--- src/rtl/hazard_pkg.sv ---
// Shared types and constants for the pipeline hazard controller.
package hazard_pkg;

    typedef enum logic [1:0] {
        RUN      = 2'd0,
        MEM_WAIT = 2'd1,
        ERROR    = 2'd2
    } hz_state_e;

    typedef logic [1:0] fwd_sel_t;

    localparam fwd_sel_t   FWD_NONE  = 2'b00;
    localparam fwd_sel_t   FWD_W     = 2'b01;
    localparam fwd_sel_t   FWD_M     = 2'b10;
    localparam logic [1:0] RSLT_LOAD = 2'b01;

    // x0 is hard-wired to zero, so a write to it never creates a dependency.
    function automatic logic raw_hit(input logic [4:0] rs, input logic [4:0] rd, input logic wen);
        return wen && (rd != 5'd0) && (rd == rs);
    endfunction

endpackage

--- src/rtl/hazard_ctrl_unit_if.sv ---
// Pipeline-side signal bundle of the hazard controller; master = pipeline, slave = controller.
interface hazard_ctrl_unit_if #(
    parameter int CNT_W = 32
);
    logic [4:0]       RS1_D_i;
    logic [4:0]       RS2_D_i;
    logic [4:0]       RS1_E_i;
    logic [4:0]       RS2_E_i;
    logic [4:0]       RD_E_i;
    logic [1:0]       RSLTSRC_E_i;
    logic             REGWRT_E_i;
    logic [4:0]       RD_M_i;
    logic             REGWRT_M_i;
    logic [4:0]       RD_W_i;
    logic             REGWRT_W_i;
    logic             PCSRC_E_i;
    logic             MEM_REQ_M_i;
    logic             MEM_RDY_M_i;
    logic             STALL_F_o;
    logic             STALL_D_o;
    logic             STALL_EM_o;
    logic             FLUSH_D_o;
    logic             FLUSH_E_o;
    logic [1:0]       FWD_A_E_o;
    logic [1:0]       FWD_B_E_o;
    logic             ERR_o;
    logic [CNT_W-1:0] STALL_CNT_o;
    logic [CNT_W-1:0] FLUSH_CNT_o;

    modport master (
        output RS1_D_i, RS2_D_i, RS1_E_i, RS2_E_i, RD_E_i, RSLTSRC_E_i, REGWRT_E_i,
               RD_M_i, REGWRT_M_i, RD_W_i, REGWRT_W_i, PCSRC_E_i, MEM_REQ_M_i, MEM_RDY_M_i,
        input  STALL_F_o, STALL_D_o, STALL_EM_o, FLUSH_D_o, FLUSH_E_o,
               FWD_A_E_o, FWD_B_E_o, ERR_o, STALL_CNT_o, FLUSH_CNT_o
    );

    modport slave (
        input  RS1_D_i, RS2_D_i, RS1_E_i, RS2_E_i, RD_E_i, RSLTSRC_E_i, REGWRT_E_i,
               RD_M_i, REGWRT_M_i, RD_W_i, REGWRT_W_i, PCSRC_E_i, MEM_REQ_M_i, MEM_RDY_M_i,
        output STALL_F_o, STALL_D_o, STALL_EM_o, FLUSH_D_o, FLUSH_E_o,
               FWD_A_E_o, FWD_B_E_o, ERR_o, STALL_CNT_o, FLUSH_CNT_o
    );
endinterface

--- src/rtl/hazard_fwd_sel.sv ---
// Forward select for one ALU operand; the M-stage result is newer than W, so it wins.
module hazard_fwd_sel
    import hazard_pkg::*;
(
    input  logic [4:0] rs_i,
    input  logic [4:0] rd_m_i,
    input  logic       regwrt_m_i,
    input  logic [4:0] rd_w_i,
    input  logic       regwrt_w_i,
    output fwd_sel_t   fwd_o
);

    always_comb begin
        fwd_o = FWD_NONE;
        if (raw_hit(rs_i, rd_m_i, regwrt_m_i)) begin
            fwd_o = FWD_M;
        end else if (raw_hit(rs_i, rd_w_i, regwrt_w_i)) begin
            fwd_o = FWD_W;
        end
    end

endmodule

--- src/rtl/hazard_ctrl_unit.sv ---
// Stall/flush/forward control for the 5-stage core with a data-memory wait watchdog.
// Build macro HAZARD_FWD_EN enables E-stage forwarding; without it every RAW hazard stalls decode.
module hazard_ctrl_unit
    import hazard_pkg::*;
#(
    parameter int MEM_TIMEOUT = 64,
    parameter int CNT_W       = 32
) (
    input  logic              clk_i,
    input  logic              rst_i,
    hazard_ctrl_unit_if.slave hz
);

    localparam int WCNT_W = $clog2(MEM_TIMEOUT + 1);

    hz_state_e         state_q, state_d;
    logic [WCNT_W-1:0] wcnt_q, wcnt_d;
    logic [CNT_W-1:0]  stall_cnt_q, stall_cnt_d;
    logic [CNT_W-1:0]  flush_cnt_q, flush_cnt_d;

    logic     mem_wait, load_use, data_hz;
    logic     stall_f, stall_d, stall_em, flush_d, flush_e;
    fwd_sel_t fwd_a, fwd_b;

    assign mem_wait = hz.MEM_REQ_M_i & ~hz.MEM_RDY_M_i;
    assign load_use = (hz.RSLTSRC_E_i == RSLT_LOAD) &&
                      (raw_hit(hz.RS1_D_i, hz.RD_E_i, 1'b1) || raw_hit(hz.RS2_D_i, hz.RD_E_i, 1'b1));

`ifdef HAZARD_FWD_EN
    hazard_fwd_sel u_fwd_a (
        .rs_i       (hz.RS1_E_i),
        .rd_m_i     (hz.RD_M_i),
        .regwrt_m_i (hz.REGWRT_M_i),
        .rd_w_i     (hz.RD_W_i),
        .regwrt_w_i (hz.REGWRT_W_i),
        .fwd_o      (fwd_a)
    );

    hazard_fwd_sel u_fwd_b (
        .rs_i       (hz.RS2_E_i),
        .rd_m_i     (hz.RD_M_i),
        .regwrt_m_i (hz.REGWRT_M_i),
        .rd_w_i     (hz.RD_W_i),
        .regwrt_w_i (hz.REGWRT_W_i),
        .fwd_o      (fwd_b)
    );

    assign data_hz = load_use;
`else
    logic unused_e_srcs;

    assign fwd_a         = FWD_NONE;
    assign fwd_b         = FWD_NONE;
    assign unused_e_srcs = ^{hz.RS1_E_i, hz.RS2_E_i};
    // Without bypassing, decode holds until every in-flight writer of its sources has retired.
    assign data_hz = load_use
        | raw_hit(hz.RS1_D_i, hz.RD_E_i, hz.REGWRT_E_i) | raw_hit(hz.RS2_D_i, hz.RD_E_i, hz.REGWRT_E_i)
        | raw_hit(hz.RS1_D_i, hz.RD_M_i, hz.REGWRT_M_i) | raw_hit(hz.RS2_D_i, hz.RD_M_i, hz.REGWRT_M_i)
        | raw_hit(hz.RS1_D_i, hz.RD_W_i, hz.REGWRT_W_i) | raw_hit(hz.RS2_D_i, hz.RD_W_i, hz.REGWRT_W_i);
`endif

    always_ff @(posedge clk_i or negedge rst_i) begin
        if (!rst_i) begin
            state_q     <= RUN;
            wcnt_q      <= '0;
            stall_cnt_q <= '0;
            flush_cnt_q <= '0;
        end else begin
            state_q     <= state_d;
            wcnt_q      <= wcnt_d;
            stall_cnt_q <= stall_cnt_d;
            flush_cnt_q <= flush_cnt_d;
        end
    end

    // wcnt_q holds the number of consecutive wait cycles already seen.
    always_comb begin
        state_d = state_q;
        wcnt_d  = wcnt_q;
        case (state_q)
            RUN: begin
                if (mem_wait) begin
                    state_d = MEM_WAIT;
                    wcnt_d  = WCNT_W'(1);
                end
            end
            MEM_WAIT: begin
                if (!mem_wait) begin
                    state_d = RUN;
                    wcnt_d  = '0;
                end else if (wcnt_q == WCNT_W'(MEM_TIMEOUT)) begin
                    state_d = ERROR;
                end else begin
                    wcnt_d = wcnt_q + 1'b1;
                end
            end
            ERROR:   state_d = ERROR;
            default: state_d = RUN;
        endcase
    end

    // The release cycle of a wait falls through to the normal decode, so a held redirect flushes then.
    always_comb begin
        stall_f  = 1'b0;
        stall_d  = 1'b0;
        stall_em = 1'b0;
        flush_d  = 1'b0;
        flush_e  = 1'b0;
        if (state_q == ERROR || mem_wait) begin
            stall_f  = 1'b1;
            stall_d  = 1'b1;
            stall_em = 1'b1;
        end else if (hz.PCSRC_E_i) begin
            flush_d = 1'b1;
            flush_e = 1'b1;
        end else if (data_hz) begin
            stall_f = 1'b1;
            stall_d = 1'b1;
            flush_e = 1'b1;
        end
    end

    always_comb begin
        stall_cnt_d = stall_cnt_q;
        flush_cnt_d = flush_cnt_q;
        if (stall_f && !(&stall_cnt_q)) stall_cnt_d = stall_cnt_q + 1'b1;
        if (flush_d && !(&flush_cnt_q)) flush_cnt_d = flush_cnt_q + 1'b1;
    end

    assign hz.STALL_F_o   = stall_f;
    assign hz.STALL_D_o   = stall_d;
    assign hz.STALL_EM_o  = stall_em;
    assign hz.FLUSH_D_o   = flush_d;
    assign hz.FLUSH_E_o   = flush_e;
    assign hz.FWD_A_E_o   = fwd_a;
    assign hz.FWD_B_E_o   = fwd_b;
    assign hz.ERR_o       = (state_q == ERROR);
    assign hz.STALL_CNT_o = stall_cnt_q;
    assign hz.FLUSH_CNT_o = flush_cnt_q;

endmodule

--- src/flat_wrapper.sv ---
// flat-port wrapper written by rule: the top's interface ports become plain ports
module hazard_ctrl_unit_flat import hazard_pkg::*;
#(
    parameter int MEM_TIMEOUT = 64,
    parameter int CNT_W       = 32
)
  (clk_i, rst_i, hz_RS1_D_i, hz_RS2_D_i, hz_RS1_E_i, hz_RS2_E_i, hz_RD_E_i, hz_RSLTSRC_E_i, hz_REGWRT_E_i, hz_RD_M_i, hz_REGWRT_M_i, hz_RD_W_i, hz_REGWRT_W_i, hz_PCSRC_E_i, hz_MEM_REQ_M_i, hz_MEM_RDY_M_i, hz_STALL_F_o, hz_STALL_D_o, hz_STALL_EM_o, hz_FLUSH_D_o, hz_FLUSH_E_o, hz_FWD_A_E_o, hz_FWD_B_E_o, hz_ERR_o, hz_STALL_CNT_o, hz_FLUSH_CNT_o);
  hazard_ctrl_unit_if #(.CNT_W(CNT_W)) hz_i ();
  input  logic clk_i;
  input  logic rst_i;
  input wire logic [$bits(hz_i.RS1_D_i)-1:0] hz_RS1_D_i;
  input wire logic [$bits(hz_i.RS2_D_i)-1:0] hz_RS2_D_i;
  input wire logic [$bits(hz_i.RS1_E_i)-1:0] hz_RS1_E_i;
  input wire logic [$bits(hz_i.RS2_E_i)-1:0] hz_RS2_E_i;
  input wire logic [$bits(hz_i.RD_E_i)-1:0] hz_RD_E_i;
  input wire logic [$bits(hz_i.RSLTSRC_E_i)-1:0] hz_RSLTSRC_E_i;
  input wire logic [$bits(hz_i.REGWRT_E_i)-1:0] hz_REGWRT_E_i;
  input wire logic [$bits(hz_i.RD_M_i)-1:0] hz_RD_M_i;
  input wire logic [$bits(hz_i.REGWRT_M_i)-1:0] hz_REGWRT_M_i;
  input wire logic [$bits(hz_i.RD_W_i)-1:0] hz_RD_W_i;
  input wire logic [$bits(hz_i.REGWRT_W_i)-1:0] hz_REGWRT_W_i;
  input wire logic [$bits(hz_i.PCSRC_E_i)-1:0] hz_PCSRC_E_i;
  input wire logic [$bits(hz_i.MEM_REQ_M_i)-1:0] hz_MEM_REQ_M_i;
  input wire logic [$bits(hz_i.MEM_RDY_M_i)-1:0] hz_MEM_RDY_M_i;
  output wire logic [$bits(hz_i.STALL_F_o)-1:0] hz_STALL_F_o;
  output wire logic [$bits(hz_i.STALL_D_o)-1:0] hz_STALL_D_o;
  output wire logic [$bits(hz_i.STALL_EM_o)-1:0] hz_STALL_EM_o;
  output wire logic [$bits(hz_i.FLUSH_D_o)-1:0] hz_FLUSH_D_o;
  output wire logic [$bits(hz_i.FLUSH_E_o)-1:0] hz_FLUSH_E_o;
  output wire logic [$bits(hz_i.FWD_A_E_o)-1:0] hz_FWD_A_E_o;
  output wire logic [$bits(hz_i.FWD_B_E_o)-1:0] hz_FWD_B_E_o;
  output wire logic [$bits(hz_i.ERR_o)-1:0] hz_ERR_o;
  output wire logic [$bits(hz_i.STALL_CNT_o)-1:0] hz_STALL_CNT_o;
  output wire logic [$bits(hz_i.FLUSH_CNT_o)-1:0] hz_FLUSH_CNT_o;
  assign hz_i.RS1_D_i = hz_RS1_D_i;
  assign hz_i.RS2_D_i = hz_RS2_D_i;
  assign hz_i.RS1_E_i = hz_RS1_E_i;
  assign hz_i.RS2_E_i = hz_RS2_E_i;
  assign hz_i.RD_E_i = hz_RD_E_i;
  assign hz_i.RSLTSRC_E_i = hz_RSLTSRC_E_i;
  assign hz_i.REGWRT_E_i = hz_REGWRT_E_i;
  assign hz_i.RD_M_i = hz_RD_M_i;
  assign hz_i.REGWRT_M_i = hz_REGWRT_M_i;
  assign hz_i.RD_W_i = hz_RD_W_i;
  assign hz_i.REGWRT_W_i = hz_REGWRT_W_i;
  assign hz_i.PCSRC_E_i = hz_PCSRC_E_i;
  assign hz_i.MEM_REQ_M_i = hz_MEM_REQ_M_i;
  assign hz_i.MEM_RDY_M_i = hz_MEM_RDY_M_i;
  assign hz_STALL_F_o = hz_i.STALL_F_o;
  assign hz_STALL_D_o = hz_i.STALL_D_o;
  assign hz_STALL_EM_o = hz_i.STALL_EM_o;
  assign hz_FLUSH_D_o = hz_i.FLUSH_D_o;
  assign hz_FLUSH_E_o = hz_i.FLUSH_E_o;
  assign hz_FWD_A_E_o = hz_i.FWD_A_E_o;
  assign hz_FWD_B_E_o = hz_i.FWD_B_E_o;
  assign hz_ERR_o = hz_i.ERR_o;
  assign hz_STALL_CNT_o = hz_i.STALL_CNT_o;
  assign hz_FLUSH_CNT_o = hz_i.FLUSH_CNT_o;
  hazard_ctrl_unit #(.MEM_TIMEOUT(MEM_TIMEOUT), .CNT_W(CNT_W)) u_core (.clk_i(clk_i), .rst_i(rst_i), .hz(hz_i));
endmodule
--- config.mk ---
export PLATFORM = sky130hd
export DESIGN_NAME = hazard_ctrl_unit_flat
export DESIGN_NICKNAME = d
export VERILOG_FILES = /design/src/rtl/hazard_pkg.sv /design/src/rtl/hazard_ctrl_unit_if.sv /design/src/rtl/hazard_fwd_sel.sv /design/src/rtl/hazard_ctrl_unit.sv /design/src/flat_wrapper.sv
export SDC_FILE = /design/constraint.sdc
export NUM_CORES = 1
export LEC_CHECK = 0
export BUFFER_PORTS_ARGS = -buffer_cell sky130_fd_sc_hd__buf_2
export CAP_MARGIN = 20
export CORE_MARGIN = 2
export CORE_UTILIZATION = 50
export CTS_CLUSTER_DIAMETER = 60
export DETAILED_ROUTE_END_ITERATION = 7
export GPL_TIMING_DRIVEN = 0
export PLACE_DENSITY = 0.78
export SETUP_SLACK_MARGIN = 0.5
export SYNTH_ARGS = -nofsm -noshare
export SYNTH_HDL_FRONTEND = slang
export SYNTH_SLANG_ARGS = --single-unit
--- constraint.sdc ---
create_clock -name clk_i -period 2.95 [get_ports clk_i]
set_clock_uncertainty 0.15 [all_clocks]
set_input_delay 0.59 -clock clk_i [delete_from_list [all_inputs] [get_ports clk_i]]
set_output_delay 0.59 -clock clk_i [all_outputs]
set_load 0.01 [all_outputs]
==> results of run 1 <==
-- stage by stage --
stage | hold slack [ns] | power, mW | setup TNS, ns
final | 0.226 | 2.49 | 0
after CTS | 0.268 | 2.44 | 0
after global placement | 0.318 | 1.62 | -0.00169
after floorplan | 0.144 | 1.43 | 0
after detailed placement | 0.328 | 1.63 | -0.00649
after global routing | 0.304 | 2.62 | 0
-- synthesized netlist by cell type (all sizes together) --
master	n
nand2b	6
or4	3
or2	1
mux2	2
nor2	25
conb	1
clkbuf	1
nor2b	3
nand2	25
ha	4
xor2	42
a21oi	4
and4	5
o22ai	3
and3	22
a22oi	2
xnor2	49
a211o	1
nor4	2
nor3	20
nor4b	2
nand4	17
and4b	1
dfrtp	73
and2	3
o21a	1
o22a	1
or3	2
o21ai	11
buf	7
nand3	37
inv	8
-- report_power, final --
part	switching (mW)	internal, mW	total, mW
clock network	0.367	0.434	0.801
logic	0.264	0.226	0.490
registers	0.115	1.08	1.20
total	0.747	1.74	2.49
-- worst reg2reg max path: stages (launching register included) --
cell and delay [ns]:
dfrtp_1 0.45, ha_1 0.22, nand3_1 0.21, nor4_4 0.31, and2_1 0.21, nand3_1 0.11
nand2_2 0.16, nor2_4 0.10, buf_4 0.14, mux2_2 0.26
-- flip-flops by register name, indices dropped and copies added, names as in the netlist --
signal	flops
u_core.hz.STALL_CNT_o	32
u_core.wcnt_q	7
u_core.hz.FLUSH_CNT_o	32
u_core.state_q	2
-- layer usage --
layer / global-route usage (%) / wire, um / up-vias
met5: 0 / 0 / -
met2: 35.4 / 4810 / 82
met4: 5.72 / 123 / 0
met3: 5.75 / 474 / 13
li1: - / - / 1588
met1: 28.1 / 3880 / 1592
-- cell families after synthesis --
| group | count (synthesis) | share of synthesized area, % |
|---|---|---|
| xor gates and xnor gates | 91 | 20.5 |
| DFF | 73 | 46.9 |
| buffers and inverters | 16 | 2.09 |
| AOI/OAI and AO/OA | 23 | 3.44 |
| other | 1 | 0.0963 |
| and+or+nand+nor | 174 | 25.1 |
| adders and majority gates | 4 | 1.29 |
| muxes | 2 | 0.578 |
-- repair_timing --
action | CTS | global route
resized for setup | 15 | 57
setup buffers | 3 | 6
setup endpoints to repair | 32 | 52
cloned | 0 | 2
pin swaps | 5 | 32
-- area by class of cell --
type	instances	area (sq um)
fill	605	2480
multi-input combinational	298	2270
sequential	73	1830
timing repair buffer	115	647
clock buffer	11	151
tap	102	128
buffer	8	67.6
clock inverter	5	53.8
inverter	8	30.0
-- worst paths after layout --
| check | end | slack (ns) | cells past startpoint |
|---|---|---|---|
| max in group asynchronous | u_core.wcnt_q[5] | 1.84 | 1 |
| worst max-delay path | hz_STALL_F_o | 0.19 | 9 |
| worst max register to register | u_core.hz.STALL_CNT_o[1] | 0.52 | 9 |
| min in group clk_i | u_core.hz.FLUSH_CNT_o[30] | 0.33 | 1 |
| worst min-delay path | u_core.state_q[1] | 0.23 | 1 |
| worst min register to register | u_core.hz.FLUSH_CNT_o[30] | 0.33 | 1 |
==> impl_results.md, run 1 <==
- Slowest cell on crit path: or4_4
- # diodes: 0
- Vias in the first global route: 3,065
- CP Launch Type: primary input
- WP data required: 2.21 ns
- Pre-CTS WS: -0.00649 ns
- GRT Util Overall: 21.5%
- CTS root buf: clkbuf_8
- Vias: 3,275
- Post-DP HPWL: 6380 um
- Final core utilization: 67.6%
- FF+latch count, synth: 73
- DRT Pass-1 Iters: 4
- Cell count after synthesis: 384
- Synth unique cells: 39
- Worst Tran Pin Value: 0.903 ns
- Final Hold Viols: 0
- CTS tree: yes
- Post-Place Cell Area: 4560 sq um
- Cell chain of the critical path: buf_8 > or4_4 > o22ai_4 > o22ai_2 > nor2_1 > o21a_1 > inv_2 > buf_6 > buf_6
- Highest clock rate: 0.362 GHz
- Worst VDD drop: 0.000673 V
- Clk pin slew, worst setup/hold paths: 0.07 ns
- Min setup slack post-route: 0.187 ns
- Port buffer count: 104
- Design area: 5170 sq um
- Top cell type's share of synthesized area: 46.9%
- Largest net degree at the start of global routing: 74
- Worst-case clock buffer depth: 2
- Crit path max-delay family: simple AND/OR/NAND/NOR gates
- Initial core utilization: 50.9%
- Die area: 8510 sq um
- Antenna violations before repair: 0
- Global-route wire length before repair: 14,700 um
- MaxCap Viol Count: 0
- Slew margin rel.: 39.8%
- Cell area after synthesis: 3890 sq um
- DRC Markers: 0
- CP bufs+invs: 4
- Clk_lat worst skew: 0.34 ns
- Cts hold-fix bufs: 0
- Layout cells sized above 1: 36.3%
- Synth top area cells: dfrtp_1 47%, xnor2_1 11%, xor2_1 9.4%
- Row count: 32
- Clock Sinks: 73
- GPL Wtd Cong: 0.924
- Cell mode on critical path: buf_6
- Final Cycle Share: 93.7%
- GRT overflow: 0
- Die W: 92.2 um
- Highest-count cells in the layout ignoring fill and taps: 100 x buf_2, 73 x dfrtp_1, 44 x xnor2_1, 41 x xor2_1, 27 x nand3_1
- Routed WL: 9290 um
- Avg WL per Cell: 15.0 um
- Core ar.: 7650 sq um
- Die Ht: 92.2 um
- Pwr dens: 481 nW/um^2
- Area Growth Syn to Fin: 32.8%
- Synth area leader: dfrtp_1
- Fin crit period: 2.76 ns
- Non-Filler Instances: 620
- Nets: 562
- Critical path's largest stage delay: 0.55 ns
- Synth Area per Inst: 10.1 sq um
- Crit path DAT: 2.02 ns
- Placed Cells: 593
- Worst setup EP type: output pin
- Initial DRC Count: 161
- Hold crit path type: in -> async
- IO Count: 119
- H-tree depth: 3
- Most common cell after layout, fill and taps aside: buf_2
- Status: complete, no violations
- Sequential fraction of the synthesis area: 46.9%
- Reg2reg start: u_core.hz.STALL_CNT_o[0]
- Final setup vio count: 0
- CP Class: in -> out
- Post-detailed-route count of antenna-violating nets: 0
- Slew Limit Fails: 0
- Yosys Warn Count: 0
- Leak pwr: 2.59 nW
- CTS Buf Count: 9
- Critical-path maximum fanout: 3
- Vias per std cell: 5.28
- Critical path launch point: hz_RD_E_i[3]
- RSZ-0062 raised after global routing: yes
No activity file was read; power rests on OpenSTA's default activity.
==> run 2, diff against run 1 <==
--- a/config.mk
+++ b/config.mk
@@ -7,7 +7,6 @@
 export LEC_CHECK = 0
 export BUFFER_PORTS_ARGS = -buffer_cell sky130_fd_sc_hd__buf_2
 export CAP_MARGIN = 20
-export CORE_MARGIN = 2
 export CORE_UTILIZATION = 50
 export CTS_CLUSTER_DIAMETER = 60
 export DETAILED_ROUTE_END_ITERATION = 7
@@ -16,4 +15,5 @@
 export SETUP_SLACK_MARGIN = 0.5
 export SYNTH_ARGS = -nofsm -noshare
 export SYNTH_HDL_FRONTEND = slang
+export SYNTH_HIERARCHICAL = 1
 export SYNTH_SLANG_ARGS = --single-unit
==> impl_results.md, run 2 <==
- Antenna violations before repair: 0 (unchanged)
- Die area: 8160 sq um (-4.1%)
- Non-Filler Instances: 639 (+3.1%)
- Most frequent cells after synthesis: 79 x xnor2_1, 73 x dfrtp_1, 40 x nand2_1
- Clock power share: 29.0% (-3.2 points)
- Pre-CTS WS: -0.0657 ns (-0.0592 ns)
- Sequential Power Share: 46.1% (-2.0 points)
- Post-DP HPWL: 6630 um (+4.0%)
- CTS tree: yes
- Setup crit end: hz_FLUSH_E_o
- Area Growth Syn to Fin: 39.4%
- Post-synthesis adder-cell area fraction: 1.28% (-0.0029 points)
- Initial DRC Count: 186 (+16%)
- Main synth FF type: dfrtp_1
- Leak pwr: 2.61 nW (+0.77%)
- Synth unique cells: 39 (unchanged)
- Highest-count cells in the layout ignoring fill and taps: 98 x buf_2, 72 x dfrtp_1, 69 x xnor2_1, 33 x nand2_1, 24 x nand4_1
- Fin Setup TNS: 0 ns (unchanged)
- Placed Cells: 600 (+1.2%)
- CP Class: in -> out
- Post-Place Cell Area: 4630 sq um (+1.7%)
- Clock Sinks: 73 (unchanged)
- Crit path DAT: 2.16 ns (+0.14 ns)
- CTS Buf Count: 9 (unchanged)
- Final setup vio count: 0 (unchanged)
- Main combinational cell family by area after synthesis: simple AND/OR/NAND/NOR gates
- Port buffer count: 104 (unchanged)
- Total power: 2.68 mW (+7.7%)
- Design area: 5440 sq um (+5.2%)
- Final Cycle Share: 98.4% (+4.7 points)
- Synth area leader: dfrtp_1
- Layout cells sized above 1: 38.9% (+2.6 points)
- IO Count: 119 (unchanged)
- Initial core utilization: 52.7% (+1.8 points)
- Status: complete, no violations
- Clk_lat worst skew: 0.35 ns (about the same)
- H-tree depth: 3 (unchanged)
- Nets: 584 (+3.9%)
- MaxCap Viol Count: 0 (unchanged)
- Post-detailed-route count of antenna-violating nets: 0 (unchanged)
- Final Hold Viols: 0 (unchanged)
- Worst VDD drop: 0.000563 V (-16%)
- Top cell type's share of synthesized area: 46.8% (-0.11 points)
- Most common cell after layout, fill and taps aside: buf_2
- Worst setup EP type: output pin
- P_int: 1.81 mW (+4.0%)
- Vias in the first global route: 3,327 (+8.5%)
- RSZ-0062 raised after global routing: yes
- Largest net degree at the start of global routing: 44 (-41%)
- Mux contribution to synthesized area: 0.802% (+0.22 points)
- Core ar.: 7410 sq um (-3.1%)
- Reg2reg start: u_core/hz.STALL_CNT_o[13]
- XOR/XNOR Fraction of Synth Area: 20.4% (-0.046 points)
- # diodes: 0 (unchanged)
- WP data required: 2.21 ns (about the same)
- Switch share: 32.4% (+2.4 points)
- Global-route wire length before repair: 15,700 um (+6.5%)
- GRT overflow: 0 (unchanged)
- Ys async rst share: 100% (unchanged)
- Count leader, synth: xnor2_1
- Sequential fraction of the synthesis area: 46.8% (-0.11 points)
- Cell count after synthesis: 393 (+2.3%)
- Final core utilization: 73.5% (+5.8 points)
- Hold crit path type: in -> async
- Critical-path maximum fanout: 2 (-1)
- CTS root buf: clkbuf_8
- Row count: 31 (-3.1%)
- Pwr dens: 493 nW/um^2 (+2.3%)
- Cell count of the worst reg-to-reg path: 10 (+1)
- Cts hold-fix bufs: 0 (unchanged)
- Fin crit period: 2.90 ns (+0.139 ns)
- Vias per std cell: 5.52 (+4.4%)
- Sw Pwr: 868 uW (+16%)
- Register-to-register path setup slack: 0.11 ns (-0.41 ns)
- Simple-Gate Fraction of Synth Area: 21.9% (-3.3 points)
- FF+latch count, synth: 73 (unchanged)
- Die Ht: 90.3 um (-2.1%)
- DRC Markers: 0 (unchanged)
- Worst-case clock buffer depth: 2 (unchanged)
- Slew Limit Fails: 0 (unchanged)
- Critical path launch point: hz_RD_W_i[4]
- Synth Area per Inst: 9.93 sq um (-2.1%)
- Hold_ws: 0.0177 ns (-0.208 ns)
- Vias: 3,525 (+7.6%)
- Compound-gate portion of the synthesized area: 5.07% (+1.6 points)
- GRT Util Overall: 24.0% (+2.5 points)
- Critical R2R Capture: u_core/hz.STALL_CNT_o[23]
- Clk pin slew, worst setup/hold paths: 0.08 ns (about the same)
- Yosys Warn Count: 6 (+6)
- Avg WL per Cell: 16.6 um (+11%)
- Combinational share of power: 24.9% (+5.2 points)
- Min setup slack post-route: 0.0480 ns (-0.139 ns)
- Cell area after synthesis: 3900 sq um (+0.22%)
- Fillcell total: 519 (-14%)
- CP Launch Type: primary input
- DRT Pass-1 Iters: 6 (+2)
- GPL Wtd Cong: 0.909 (-1.6%)
- Die W: 90.3 um (-2.1%)
- Synth top area cells: dfrtp_1 47%, xnor2_1 18%, nand2_1 3.8%
- Routed WL: 10,600 um (+14%)
- Highest clock rate: 0.345 GHz (-4.8%)
- Number of flops mapped to enable cells by yosys: 0 (unchanged)
run 2: per-layer routing:
layer  share of wire [%]  track usage (%)  up-vias
li1                    -                -     1647
met1                  42             30.0     1716
met2                  50             39.4      128
met3                 5.2             5.30       34
met4                 3.3             11.7        0
met5                   0                0        -
run 2: area by class of cell:
class	count	area, sq um	area share [%]
Multi-Input combinational cell	297	2310	42.5
Sequential cell	73	1830	33.6
Timing Repair Buffer	128	816	15.0
Clock buffer	13	179	3.29
Tap cell	99	124	2.28
Buffer	11	105	1.93
Inverter	15	56.3	1.03
Clock inverter	3	21.3	0.391
run 2: critical path: stages:
cell and delay (ns):
buf_8 0.10, or4_4 0.52, o21a_1 0.18, a222oi_1 0.39
buf_4 0.20, a21oi_4 0.05, buf_2 0.14
run 2: power by group through the flow:
stage / Combinational [mW] / Clock (mW) / Sequential (mW)
after floorplan: 0.260 / 0 / 1.27
after global placement: 0.492 / 0 / 1.24
after detailed placement: 0.509 / 0 / 1.25
after CTS: 0.553 / 0.790 / 1.22
after global routing: 0.716 / 0.838 / 1.25
final: 0.668 / 0.778 / 1.24
run 2: timing repair:
action,in CTS,in global routing
setup buffers,4,16
setup endpoints to repair,49,56
cloned,0,3
pin swaps,5,32
gates resized for setup,22,66
run 2: how the worst min path moves through the flow:
stage / slack (ns) / endpoint / depth (start not counted) / startpoint
floorplan: 0.14 / u_core/hz.FLUSH_CNT_o[0] / 0 / rst_i
finish: 0.02 / u_core/hz.FLUSH_CNT_o[30] / 1 / rst_i
CTS: 0.02 / u_core/hz.FLUSH_CNT_o[30] / 1 / rst_i
global route: 0.04 / u_core/hz.FLUSH_CNT_o[30] / 1 / rst_i
detailed placement: 0.32 / u_core/hz.FLUSH_CNT_o[5] / 1 / u_core/hz.FLUSH_CNT_o[5]
global placement: 0.32 / u_core/hz.FLUSH_CNT_o[5] / 1 / u_core/hz.FLUSH_CNT_o[5]
run 2: cell families after synthesis:
family	after synthesis
buf+inv	26
simple gates	163
other cells	1
flops	73
mux	3
compound gates	32
xor+xnor	91
fa+ha+maj	4
==> run 3, diff against run 2 <==
--- a/config.mk
+++ b/config.mk
@@ -5,13 +5,13 @@
 export SDC_FILE = /design/constraint.sdc
 export NUM_CORES = 1
 export LEC_CHECK = 0
-export BUFFER_PORTS_ARGS = -buffer_cell sky130_fd_sc_hd__buf_2
 export CAP_MARGIN = 20
 export CORE_UTILIZATION = 50
+export CTS_BUF_LIST = sky130_fd_sc_hd__clkbuf_8
 export CTS_CLUSTER_DIAMETER = 60
 export DETAILED_ROUTE_END_ITERATION = 7
+export DONT_BUFFER_PORTS = 1
 export GPL_TIMING_DRIVEN = 0
-export PLACE_DENSITY = 0.78
 export SETUP_SLACK_MARGIN = 0.5
 export SYNTH_ARGS = -nofsm -noshare
 export SYNTH_HDL_FRONTEND = slang
==> impl_results.md, run 3 (same netlist as run 2, synthesis figures left out) <==
- Status: complete, no violations
- Highest-count cells in the layout ignoring fill and taps: 79 x xnor2_1, 64 x dfrtp_1, 33 x nand2_1, 24 x nand4_1, 21 x nand3_1
- CP Class: in -> out
- CP Launch Type: primary input
- CTS Buf Count: 9 (unchanged)
- Row count: 31 (unchanged)
- RSZ-0062 raised after global routing: yes
- Port buffer count: 0 (-100%)
- Slowest cell on crit path: or4_4
- Hold crit path type: reg -> reg
- Crit path DAT: 1.98 ns (-0.18 ns)
- Vias: 2,920 (-17%)
- WP data required: 2.21 ns (about the same)
- Crit path max-delay family: compound AO/OA/AOI/OAI gates
- CTS root buf: clkbuf_8
- CTS tree: yes
- Placed Cells: 495 (-18%)
- Highest clock rate: 0.367 GHz (+6.5%)
- Register-to-register path setup slack: 0.61 ns (+0.50 ns)
- Avg WL per Cell: 16.8 um (+1.7%)
- Routed WL: 8790 um (-17%)
- Sequential Power Share: 54.1% (+8.0 points)
- Switch share: 31.8% (-0.60 points)
- Cell chain of the critical path: or4_4 > o21a_1 > a222oi_1 > buf_4 > o21ai_4 > buf_6
- Area Growth Syn to Fin: 18.2%
- Critical path's largest stage delay: 0.51 ns (about the same)
- Critical R2R Capture: u_core/hz.STALL_CNT_o[7]
- Global-route wire length before repair: 14,400 um (-7.8%)
- Worst-case clock buffer depth: 2 (unchanged)
- Core ar.: 7410 sq um (unchanged)
- Vias per std cell: 5.59 (+1.4%)
- # diodes: 0 (unchanged)
- Layout cells sized above 1: 21.3% (-18 points)
- Pwr dens: 521 nW/um^2 (+5.8%)
- GPL Wtd Cong: 0.792 (-13%)
- Vias in the first global route: 2,858 (-14%)
- H-tree depth: 3 (unchanged)
- Final setup vio count: 0 (unchanged)
- Fin crit period: 2.72 ns (-0.177 ns)
- Die area: 8160 sq um (unchanged)
- Antenna violations before repair: 0 (unchanged)
- Clk pin slew, worst setup/hold paths: 0.08 ns (about the same)
- MaxCap Viol Count: 0 (unchanged)
- Sw Pwr: 764 uW (-12%)
- Largest net degree at the start of global routing: 74 (+68%)
- DRC Markers: 0 (unchanged)
- GRT overflow: 0 (unchanged)
- Worst Tran Pin Value: 0.513 ns
- Initial core utilization: 52.7% (unchanged)
- WHS Path Cells: 2
- Leak pwr: 1.91 nW (-27%)
- Final Cycle Share: 92.4% (-6.0 points)
- Most common cell after layout, fill and taps aside: xnor2_1
- Final core utilization: 62.3% (-11 points)
- GRT Util Overall: 22.1% (-1.9 points)
- Combinational share of power: 16.1% (-8.8 points)
- Worst VDD drop: 0.000499 V (-11%)
- Hold endpoint: u_core/state_q[1]
- Clock power share: 29.8% (+0.8 points)
- Die W: 90.3 um (unchanged)
- Die Ht: 90.3 um (unchanged)
- Post-detailed-route count of antenna-violating nets: 0 (unchanged)
- P_int: 1.64 mW (-9.5%)
- Slew Limit Fails: 0 (unchanged)
- Worst setup EP type: output pin
- Post-DP HPWL: 6160 um (-7.1%)
- Slew margin rel.: 65.8%
- Fin Setup TNS: 0 ns (unchanged)
- Cell count of the worst reg-to-reg path: 8 (-2)
- Nets: 467 (-20%)
- DRT Pass-1 Iters: 5 (-1)
- Final Hold Viols: 0 (unchanged)
- Non-Filler Instances: 522 (-18%)
- Clock Sinks: 73 (unchanged)
- Clk_lat worst skew: 0.34 ns (about the same)
- Cell count along the critical path: 6 (-1)
- IO Count: 119 (unchanged)
- Hold path start: u_core/state_q[1]
- Initial DRC Count: 119 (-36%)
- CP bufs+invs: 2 (-1)
- Reg2reg start: u_core/hz.STALL_CNT_o[13]
- Critical-path maximum fanout: 5 (+3)
## run 3: cell types whose count changed in the layout (fill, tap and decap cells not counted), sizes merged
cell,before,now
buf,134,19
clkbuf,18,13
clkinv,1,3
clkinvlp,1,2
dlygate4sd3,0,1
inv,16,15
## run 3: stage by stage
stage / total power [mW] / instance area, sq um / hold WS [ns] / setup slack (ns)
6_report: 2.40 / 4610 / 0.368 / 0.226
2_1_floorplan: 1.53 / 3970 / 0.144 / 0.269
4_1_cts: 2.39 / 4430 / 0.370 / 0.199
3_3_place_gp: 1.61 / 4090 / 0.146 / 0.00561
3_5_place_dp: 1.62 / 4090 / 0.146 / 0.0240
5_1_grt: 2.52 / 4610 / 0.393 / 0.163
## run 3: final cells by class
cell class | count | area (sq um)
Sequential cell | 73 | 1840
Multi-Input combinational cell | 297 | 2160
Clock inverter | 5 | 30.0
Tap cell | 99 | 124
Buffer | 11 | 108
Inverter | 15 | 56.3
Fill cell | 639 | 2800
Clock buffer | 11 | 151
Timing Repair Buffer | 11 | 148
## run 3: worst max-delay path by stage
stage,start,endpoint,slack [ns]
3_3_place_gp,hz_RD_W_i[1],hz_STALL_F_o,0.006
4_1_cts,hz_RD_W_i[1],hz_STALL_F_o,0.20
6_report,hz_RD_W_i[1],hz_STALL_F_o,0.23
3_5_place_dp,hz_RD_W_i[1],hz_STALL_F_o,0.02
2_1_floorplan,hz_RD_W_i[1],hz_STALL_F_o,0.27
5_1_grt,hz_RD_W_i[1],hz_STALL_F_o,0.16
## run 3: timing repair
item,4_1_cts,5_1_grt
setup endpoints to repair,59,50
gates resized for setup,30,31
endpoints found under the hold margin,73,0
hold buffers,2,0
cloned,0,1
setup buffers,4,4
pin swaps,2,9
## run 3: layer usage
layer / up-vias / wire length (um) / share of wire (%) / track usage, %
met3: 10 / 600 / 6.8 / 6.14
met1: 1397 / 4060 / 46 / 29.9
met5: - / 0 / 0 / 0
met2: 105 / 4010 / 46 / 33.8
li1: 1408 / - / - / -
met4: 0 / 117 / 1.3 / 8.06
## run 3: worst min-delay path, stage by stage (launching register included)
cell and delay [ns]:
dfrtp_1 0.36, nand2b_1 0.07, o31ai_1 0.06
## run 3: power groups by stage
stage | clock network, mW | logic (mW) | registers [mW]
floorplan | 0 | 0.260 | 1.27
global placement | 0 | 0.302 | 1.31
detailed placement | 0 | 0.308 | 1.31
CTS | 0.738 | 0.354 | 1.30
global route | 0.773 | 0.427 | 1.32
finish | 0.716 | 0.388 | 1.30
